`src/rtl/grayscale_stream_ctrl.sv`:
```
// Frame controller: RGB565 pixel pairs in, 8-bit luma bytes packed four per word out,
// with a 2-entry output buffer and start/busy/done frame sequencing.
//
// state   | meaning
// S_IDLE  | waiting for start
// S_RUN   | accepting input pairs until pairsLeft reaches 0
// S_FLUSH | all pairs taken, draining the output buffer
// S_DONE  | one-cycle completion pulse
module grayscale_stream_ctrl #(
    parameter int CNT_W = 19
) (
    input  logic             clock,
    input  logic             reset,
    input  logic             start,
    input  logic [CNT_W-1:0] pixelCount,
    output logic             busy,
    output logic             done,
    input  logic [31:0]      inData,
    input  logic             inValid,
    output logic             inReady,
    output logic [31:0]      outData,
    output logic             outValid,
    input  logic             outReady,
    output logic             outLast
);

    typedef enum logic [1:0] {
        S_IDLE,
        S_RUN,
        S_FLUSH,
        S_DONE
    } state_t;

    // Wire pixels arrive byte-swapped, so the fields straddle the two bytes.
    function automatic logic [7:0] to_gray(input logic [15:0] p);
        logic [15:0] r_t;
        logic [15:0] g_t;
        logic [15:0] b_t;
        r_t = (16'd54  * {11'd0, p[7:3]}) >> 5;
        g_t = (16'd183 * {10'd0, p[2:0], p[15:13]}) >> 6;
        b_t = (16'd19  * {11'd0, p[12:8]}) >> 5;
        return 8'(r_t + g_t + b_t);
    endfunction

    state_t           state_q, state_d;
    logic             busy_q, busy_d;
    logic             done_q, done_d;
    logic [CNT_W-1:0] pairs_q, pairs_d;
    logic             half_q, half_d;
    logic [15:0]      pack_q, pack_d;
    logic [31:0]      buf0_q, buf0_d;
    logic [31:0]      buf1_q, buf1_d;
    logic             last0_q, last0_d;
    logic             last1_q, last1_d;
    logic [1:0]       cnt_q, cnt_d;

    logic [CNT_W-1:0] pairs_start;
    logic [7:0]       gray_a;
    logic [7:0]       gray_b;
    logic             last_pair;
    logic             accept;
    logic             push;
    logic             pop;
    logic [31:0]      push_word;

    assign pairs_start = pixelCount >> 1;
    assign gray_a      = to_gray(inData[31:16]);
    assign gray_b      = to_gray(inData[15:0]);
    assign last_pair   = (pairs_q == CNT_W'(1));

    assign inReady   = (state_q == S_RUN) && (pairs_q != '0) && (cnt_q != 2'd2);
    assign accept    = inValid && inReady;
    assign push      = accept && (half_q || last_pair);
    assign pop       = (cnt_q != 2'd0) && outReady;
    assign push_word = half_q ? {gray_b, gray_a, pack_q} : {16'h0000, gray_b, gray_a};

    always_comb begin
        state_d = state_q;
        pairs_d = pairs_q;
        half_d  = half_q;
        pack_d  = pack_q;
        buf0_d  = buf0_q;
        buf1_d  = buf1_q;
        last0_d = last0_q;
        last1_d = last1_q;
        cnt_d   = cnt_q;

        // The tail slot is kept zero while unoccupied so a pop leaves outData at 0.
        case ({push, pop})
            2'b10: begin
                if (cnt_q == 2'd0) begin
                    buf0_d  = push_word;
                    last0_d = last_pair;
                end else begin
                    buf1_d  = push_word;
                    last1_d = last_pair;
                end
                cnt_d = cnt_q + 2'd1;
            end
            2'b01: begin
                buf0_d  = buf1_q;
                last0_d = last1_q;
                buf1_d  = 32'h0;
                last1_d = 1'b0;
                cnt_d   = cnt_q - 2'd1;
            end
            2'b11: begin
                if (cnt_q == 2'd1) begin
                    buf0_d  = push_word;
                    last0_d = last_pair;
                end else begin
                    buf0_d  = buf1_q;
                    last0_d = last1_q;
                    buf1_d  = push_word;
                    last1_d = last_pair;
                end
            end
            default: ;
        endcase

        if (accept) begin
            pairs_d = pairs_q - CNT_W'(1);
            if (!half_q && !last_pair) begin
                pack_d = {gray_b, gray_a};
                half_d = 1'b1;
            end else begin
                pack_d = 16'h0000;
                half_d = 1'b0;
            end
        end

        case (state_q)
            S_IDLE: begin
                if (start) begin
                    pairs_d = pairs_start;
                    half_d  = 1'b0;
                    pack_d  = 16'h0000;
                    state_d = (pairs_start == '0) ? S_DONE : S_RUN;
                end
            end
            S_RUN: begin
                if (accept && last_pair) state_d = S_FLUSH;
            end
            S_FLUSH: begin
                if (cnt_d == 2'd0) state_d = S_DONE;
            end
            S_DONE: begin
                state_d = S_IDLE;
            end
            default: state_d = S_IDLE;
        endcase

        busy_d = (state_d != S_IDLE);
        done_d = (state_d == S_DONE);
    end

    always_ff @(posedge clock or negedge reset) begin
        if (!reset) begin
            state_q <= S_IDLE;
            busy_q  <= 1'b0;
            done_q  <= 1'b0;
            pairs_q <= '0;
            half_q  <= 1'b0;
            pack_q  <= 16'h0000;
            buf0_q  <= 32'h0;
            buf1_q  <= 32'h0;
            last0_q <= 1'b0;
            last1_q <= 1'b0;
            cnt_q   <= 2'd0;
        end else begin
            state_q <= state_d;
            busy_q  <= busy_d;
            done_q  <= done_d;
            pairs_q <= pairs_d;
            half_q  <= half_d;
            pack_q  <= pack_d;
            buf0_q  <= buf0_d;
            buf1_q  <= buf1_d;
            last0_q <= last0_d;
            last1_q <= last1_d;
            cnt_q   <= cnt_d;
        end
    end

    assign busy     = busy_q;
    assign done     = done_q;
    assign outData  = buf0_q;
    assign outValid = (cnt_q != 2'd0);
    assign outLast  = last0_q;

endmodule
```
`config.mk`:
```
export PLATFORM = sky130hd
export DESIGN_NAME = grayscale_stream_ctrl
export DESIGN_NICKNAME = d
export VERILOG_FILES = /design/src/rtl/grayscale_stream_ctrl.sv
export SDC_FILE = /design/constraint.sdc
export NUM_CORES = 1
export LEC_CHECK = 0
export CAP_MARGIN = 20
export CORE_MARGIN = 4
export CORE_UTILIZATION = 60
export CTS_BUF_LIST = sky130_fd_sc_hd__clkbuf_8
export DETAILED_ROUTE_END_ITERATION = 7
export PLACE_DENSITY = 0.93
export SYNTH_ARGS = -nofsm -noshare
export SYNTH_HDL_FRONTEND = slang
export SYNTH_SLANG_ARGS = --single-unit
```
`constraint.sdc`:
```
create_clock -name clock -period 4.5 [get_ports clock]
set_input_delay 1.35 -clock clock [delete_from_list [all_inputs] [get_ports clock]]
set_output_delay 1.35 -clock clock [all_outputs]
set_load 0.005 [all_outputs]
```
==> results of run 1 <==
## through the flow
stage / area [sq um] / util / setup WS (ns) / hold slack (ns)
final: 12800 / 0.882 / -2.14 / 0.523
after global routing: 12800 / 0.882 / -2.16 / 0.552
after CTS: 12200 / 0.839 / -1.66 / 0.489
after detailed placement: 11100 / 0.761 / -2.53 / 0.466
after global placement: 11100 / 0.761 / -2.27 / 0.460
after floorplan: 9130 / - / -1.60 / 0.449
## sequential cells by signal (all words and copies together), names as in the netlist
signal and count:
buf1_q 32, busy 1, cnt_q 2, done 1, half_q 1, last1_q 1
outData 32, outLast 1, pack_q 16, pairs_q 19, state_q 2
## timing repair
action,in CTS,in global routing
buffers inserted,20,20
resized for setup,189,107
hold buffers,0,0
endpoints found under the setup margin,80,78
pin swaps,123,101
## cells in the mapped netlist, drive strengths merged, types with 3 or more instances
cell type  instances
mux2               3
dfrtp            108
o21bai             4
or3               10
nand2             54
nor3              20
xnor2             39
nor4               7
a31oi              6
o21a               7
a22o              21
ha               134
or2                3
o21ai             37
xor2              16
and3               4
mux2i             13
a21o               8
clkbuf            22
o211ai             3
and4b              3
nor2b              3
a22oi             17
and2               4
nor2             101
inv              124
buf                8
nand3              5
a221oi            21
nand4              3
fa                42
a21oi             44
nand2b             4
o31ai              8
## tightest hold or removal path, stage by stage, from the launching register on
cell and delay (ns):
dfrtp_1 0.38, nand2_1 0.06, o31ai_1 0.06
## worst paths after layout
kind	from	cells past startpoint	end
max	inData[0]	24	outData[15]
min	buf1_q[9]	2	buf1_q[9]
max reg2reg	pairs_q[11]	11	buf1_q[4]
min reg2reg	buf1_q[9]	2	buf1_q[9]
max in group asynchronous	reset	2	buf1_q[23]
min in group asynchronous	reset	1	outData[21]
## cell families after synthesis
kind of cell    count (synthesis)
mux                            16
compound gates                187
xor+xnor                       55
simple gates                  231
flops                         108
fa+ha+maj                     176
buf+inv                       154
## final cells by class
| type | instances | area (sq um) | area share |
|---|---|---|---|
| Tap cell | 184 | 230 | 0.0180 |
| Clock inverter | 7 | 101 | 0.00791 |
| Multi-Input combinational cell | 665 | 6970 | 0.544 |
| Inverter | 124 | 465 | 0.0363 |
| Clock buffer | 9 | 124 | 0.00967 |
| Sequential cell | 108 | 2700 | 0.211 |
| Timing Repair Buffer | 254 | 2220 | 0.173 |
| Antenna cell | 1 | 2.50 | 0.000195 |
## metal layers
metal,vias up,GRT usage,routed length [um]
met5,-,0,0
met4,0,0.260,4210
met3,437,0.0720,3940
met2,947,0.630,16800
met1,4413,0.395,11900
li1,3673,-,-
## cell usage in the layout, fill, tap and decap left out, types with 19 or more instances in the layout
cell type        instances
ha_1                   101
buf_6                   32
o21ai_0                 19
buf_4                  135
a21oi_2                 25
inv_1                  111
a22o_1                  21
nor2_1                  88
dfrtp_1                108
fa_1                    34
nand2_1                 49
ha_4                    30
clkdlybuf4s50_1         72
xnor2_1                 24
==> impl_results.md, run 1 <==
* Synth warn at 0
* Worst skew pair latency at 0.41 ns
* CTS Buffer Depth at 2
* Syn Area/Cell at 9.59 sq um
* Period utilization at 1.48
* Slowest cell on crit path: fa_2
* CTS sink cnt at 108
* Cell Count Post-Placement at 1298
* Largest net degree at the start of global routing at 46
* Area Overhead vs Synth at 44.1%
* Critical path launch point type: input port
* Clock transition at path regs at 0.11 ns
* First-pass GRT wire length at around 48 mm
* WP buf/inv at 5
* Clock Tree Root: clkbuf_8
* Setup ws final at -2.14 ns
* Synth top area cells: dfrtp_1, ha_1, fa_1
* Largest family of logic cells by synthesized area: adder cells
* Via count at around 9500
* Total track usage at 0.363
* Filler instances at 566
* Row count at 44
* Drt initial violations at ~1300
* Initial antenna violation count at 1
* Min cycle time layout at 6.64 ns
* Starting Density at 0.612
* Hold WC Path Type: reg -> reg
* Post-synthesis sequential area ratio at 0.304
* Routability cong. at 0.877
* Setup Crit Path Kind: in -> reg
* Max_slew headroom at 0.179
* Routed WL at 36.9 mm
* Simple-Gate Fraction of Synth Area at 0.121
* Congestion Overflow GR at 0
* H-tree lvl count at 3
* Post-route insts no fill at 1352
* Routed Antenna Nets at 0
* CP max FO at 4
* Synth Cell Area at 0.00889 sq mm
* Die Width at between 100 and 150 um
* Dominant cell type by area after synthesis: dfrtp_1
* DR WL/cell at 27.3 um
* Num CTS Buffers at 9
* IO buf count at 91
* Top_reg_cell synth: dfrtp_1
* Vias in the first global route at 9324
* Post-detail-place hpwl at 17.3 mm
* Max-slew violation count at 0
* Mux cell area share after synthesis at 0.0184
* Compound-Gate Fraction of Synth Area at 0.150
* Worst Tran Pin Value at roughly 1.2 ns
* Critical-path cell list: buf_6 -> fa_2 -> inv_2 -> fa_2 -> fa_1 -> inv_2 -> ha_4 -> nor3_4 -> a211oi_4 -> buf_6 -> a21oi_4 -> o21bai_4 -> a21oi_4 -> o21bai_2 -> xor2_1 -> ha_1 -> ha_4 -> buf_6 -> a311o_1 -> a21oi_2 -> xnor2_2 -> xnor2_2 -> a222oi_1 -> a21oi_2
* Die Ht at 130 um
* Setup TNS at -91.27 ns
* Number of synthesized flops with an enable pin at 0
* R2R Setup Slk at slightly above 0.8 ns
* Status: complete, but fails checks
* Die footprint at about 0.017 sq mm
* Unique masters post-synth at 60
* WP data required at 4.77 ns
* Post-Synth Adder-Cell Area at 0.283
* RSZ-0062 raised after global routing: yes
* Drt first pass iters at 8
* Setup violators final at 76
* Synthesized Nets at between 1000 and 1500
* Max Fclk at 0.151 GHz
* Failing checks: design-rule violations, negative setup slack
* Share of cells above drive strength 1 at 0.349
* CTS tree: yes
* #FFs+latches synth at roughly 110
* Worst Clk Skew at roughly 0.026 ns
* Post-layout nets at 1394
* Final hold violation count at 0
* Area share of the largest cell type after synthesis at 0.304
* Crit path max-delay family: adder cells
* DRC at 35
* Post-synthesis xor/xnor area fraction at 0.0542
* CP most frequent cell: buf_6
* Synth Instances at 927
* Via/cell ratio at 7.00
* CP arrival at between 6 and 7 ns
* FFs w/ async S/R, synth at 1.00
* Crit path capture type: flop
* Worst path max stage delay at 0.57 ns
* IO Pins at 93
* Core area at between 0.01 and 0.015 sq mm
* Max cap viols at 0
Power of run 1 is not shown: default switching activity piles up to over one toggle a cycle in this logic, so the estimate is an artifact.
==> run 2, diff against run 1 <==
--- a/config.mk
+++ b/config.mk
@@ -11,6 +11,7 @@
 export CTS_BUF_LIST = sky130_fd_sc_hd__clkbuf_8
 export DETAILED_ROUTE_END_ITERATION = 7
 export PLACE_DENSITY = 0.93
+export SETUP_SLACK_MARGIN = 0.15
 export SYNTH_ARGS = -nofsm -noshare
 export SYNTH_HDL_FRONTEND = slang
 export SYNTH_SLANG_ARGS = --single-unit
==> run 2 against run 1 <==
  * The flow still finishes with violations (design-rule violations, negative setup slack)
  * Die area did not move
  * Setup slack improved by 0.16 ns
  * Global-route usage fell by 1.7 points
  * First-iteration DRC count rose by 11%
  * Utilization rose by 1.5 points
  * Critical path type unchanged
==> impl_results.md, run 2 (synthesis results as in run 1) <==
* Status: complete, but fails checks
* Failing checks: design-rule violations, negative setup slack
* Via count at 9684
* Drt initial violations at 1444
* Clock Tree Root: clkbuf_8
* Post-route cell area at about 0.013 sq mm
* Total track usage at 0.345
* CP max FO at 3
* Hold WC Path Type: reg -> reg
* Via/cell ratio at 7.14
* Setup violators final at 75
* Post-detail-place hpwl at around 17 mm
* Worst-case reg-to-reg path depth at 12
* Critical-path cell list: clkdlybuf4s50_1 -> inv_1 -> ha_4 -> fa_1 -> inv_1 -> ha_1 -> ha_4 -> a21oi_2 -> o21bai_2 -> a21oi_2 -> buf_4 -> o21ai_0 -> xnor2_1 -> ha_1 -> ha_1 -> inv_1 -> nor3_1 -> a221oi_2 -> nand3_2 -> mux2i_2 -> a2bb2oi_2 -> a21oi_2
* Vias in the first global route at between 9000 and 10000
* IO Pins at 93
* Largest net degree at the start of global routing at 87
* H-tree lvl count at 3
* Crit path capture type: flop
* Commonest non-fill, non-tap cell in the layout: buf_4
* Setup Crit Path Kind: in -> reg
* Post-route core utilization at 0.897
* Area Overhead vs Synth at 46.6%
* Hold Path End: outData[30]
* Core area at between 0.01 and 0.015 sq mm
* CTS tree: yes
* CTS sink cnt at 108
* FF/Latch Area at ~0.0027 sq mm
* FF-to-FF Start: pairs_q[11]
* RSZ-0062 raised after global routing: yes
* CTS Buffer Depth at 2
* Die Width at 130 um
* Placed inst area at ~0.011 sq mm
* Max_slew headroom at 0.309
* Die Ht at 130 um
* Hold path depth at 2
* HP Start: outData[30]
* Slowest cell on crit path: nor3_1
* IO buf count at 91
* Max cap viols at 0
* Reg2Reg Capture Point: done
* Final hold violation count at 0
* Min cycle time layout at 6.48 ns
* Routed Antenna Nets at 0
* Row count at between 40 and 50
* Num CTS Buffers at 9
* Post-layout nets at 1400
* Initial antenna violation count at 1
* Filler instances at 523
* Drt first pass iters at 8
* Starting Density at 0.612
* Routed WL at about 40 mm
* Worst Clk Skew at 0.0214 ns
* Die footprint at approximately 0.017 sq mm
* Share of cells above drive strength 1 at 0.354
* DRC at 12
* Clock transition at path regs at roughly 0.11 ns
* Worst skew pair latency at 0.43 ns
* Multi-input logic area at 0.00708 sq mm
* Worst Tran Pin Value at 1.04 ns
* Critical path launch point type: input port
* Setup ws final at -1.98 ns
* DR WL/cell at between 20 and 30 um
* Period utilization at 1.44
* Max Fclk at between 0.15 and 0.2 GHz
* Routability cong. at 0.885
* Max-slew violation count at 0
* WP data required at 4.86 ns
* Congestion Overflow GR at 0
* First-pass GRT wire length at roughly 46 mm
* R2R Setup Slk at roughly 0.76 ns
* Ant diodes at 0
* Most frequent cells in the layout: buf_4, inv_1, dfrtp_1
* Worst path max stage delay at 0.69 ns
* CP arrival at 6.84 ns
==> run 2: cell count changes in the layout (fill, tap and decap cells not counted), moves of 3 or more <==
cell	before	now
a221oi_4	5	12
buf_6	32	39
a221oi_2	13	7
nor2_2	13	8
buf_4	135	131
o21ai_1	15	11
nor2_1	88	91
o21ai_2	2	5
o31ai_4	0	3
==> run 2: critical path: cells and delay by family <==
| family | cells | cell delay (ns) |
|---|---|---|
| adders and majority gates | 6 | 2.09 |
| and+or+nand+nor | 2 | 0.85 |
| xor gates and xnor gates | 1 | 0.14 |
| AOI/OAI and AO/OA | 7 | 1.23 |
| muxes | 1 | 0.10 |
| buffers and inverters | 5 | 1.08 |
==> run 2: through the flow <==
stage	setup WS [ns]	TNS, ns	instances	hold WS, ns
after global routing	-2.04	-99.99	1357	0.546
after detailed placement	-2.53	-133.81	1298	0.466
after floorplan	-1.60	-61.34	927	0.449
final	-1.98	-91.19	1357	0.527
after global placement	-2.27	-120.56	1298	0.459
after CTS	-1.60	-67.41	1333	0.491
==> run 2: worst max path at each step <==
stage,depth (start not counted),endpoint,start
2_1_floorplan,22,outData[15],inData[2]
3_3_place_gp,23,outData[15],inData[2]
3_5_place_dp,22,outData[15],inData[2]
4_1_cts,20,pack_q[7],inData[18]
5_1_grt,24,outData[14],inData[1]
6_report,22,outData[14],inData[6]
==> run 2: final cells by class <==
class,count,share of cell area
multi-input combinational,665,0.543
sequential,108,0.207
timing repair buffer,260,0.179
inverter,124,0.0357
tap,184,0.0177
clock buffer,9,0.00950
clock inverter,7,0.00768
==> run 2: repair_timing <==
| item | 4_1_cts | 5_1_grt |
|---|---|---|
| hold buffers | 0 | 0 |
| gates resized for setup | 191 | 119 |
| gates cloned | 0 | 0 |
| setup endpoints to repair | 80 | 80 |
| buffers inserted | 19 | 22 |
| pin swaps | 116 | 114 |
==> run 2: layer usage <==
| metal | vias to the layer above | global-route usage | wire (um) |
|---|---|---|---|
| li1 | 3668 | - | - |
| met4 | 2 | 0.194 | 4570 |
| met1 | 4491 | 0.397 | 12600 |
| met2 | 1053 | 0.612 | 17500 |
| met3 | 470 | 0.0565 | 5150 |
| met5 | - | 0 | 11 |
Power of run 2 is left out for the same reason.
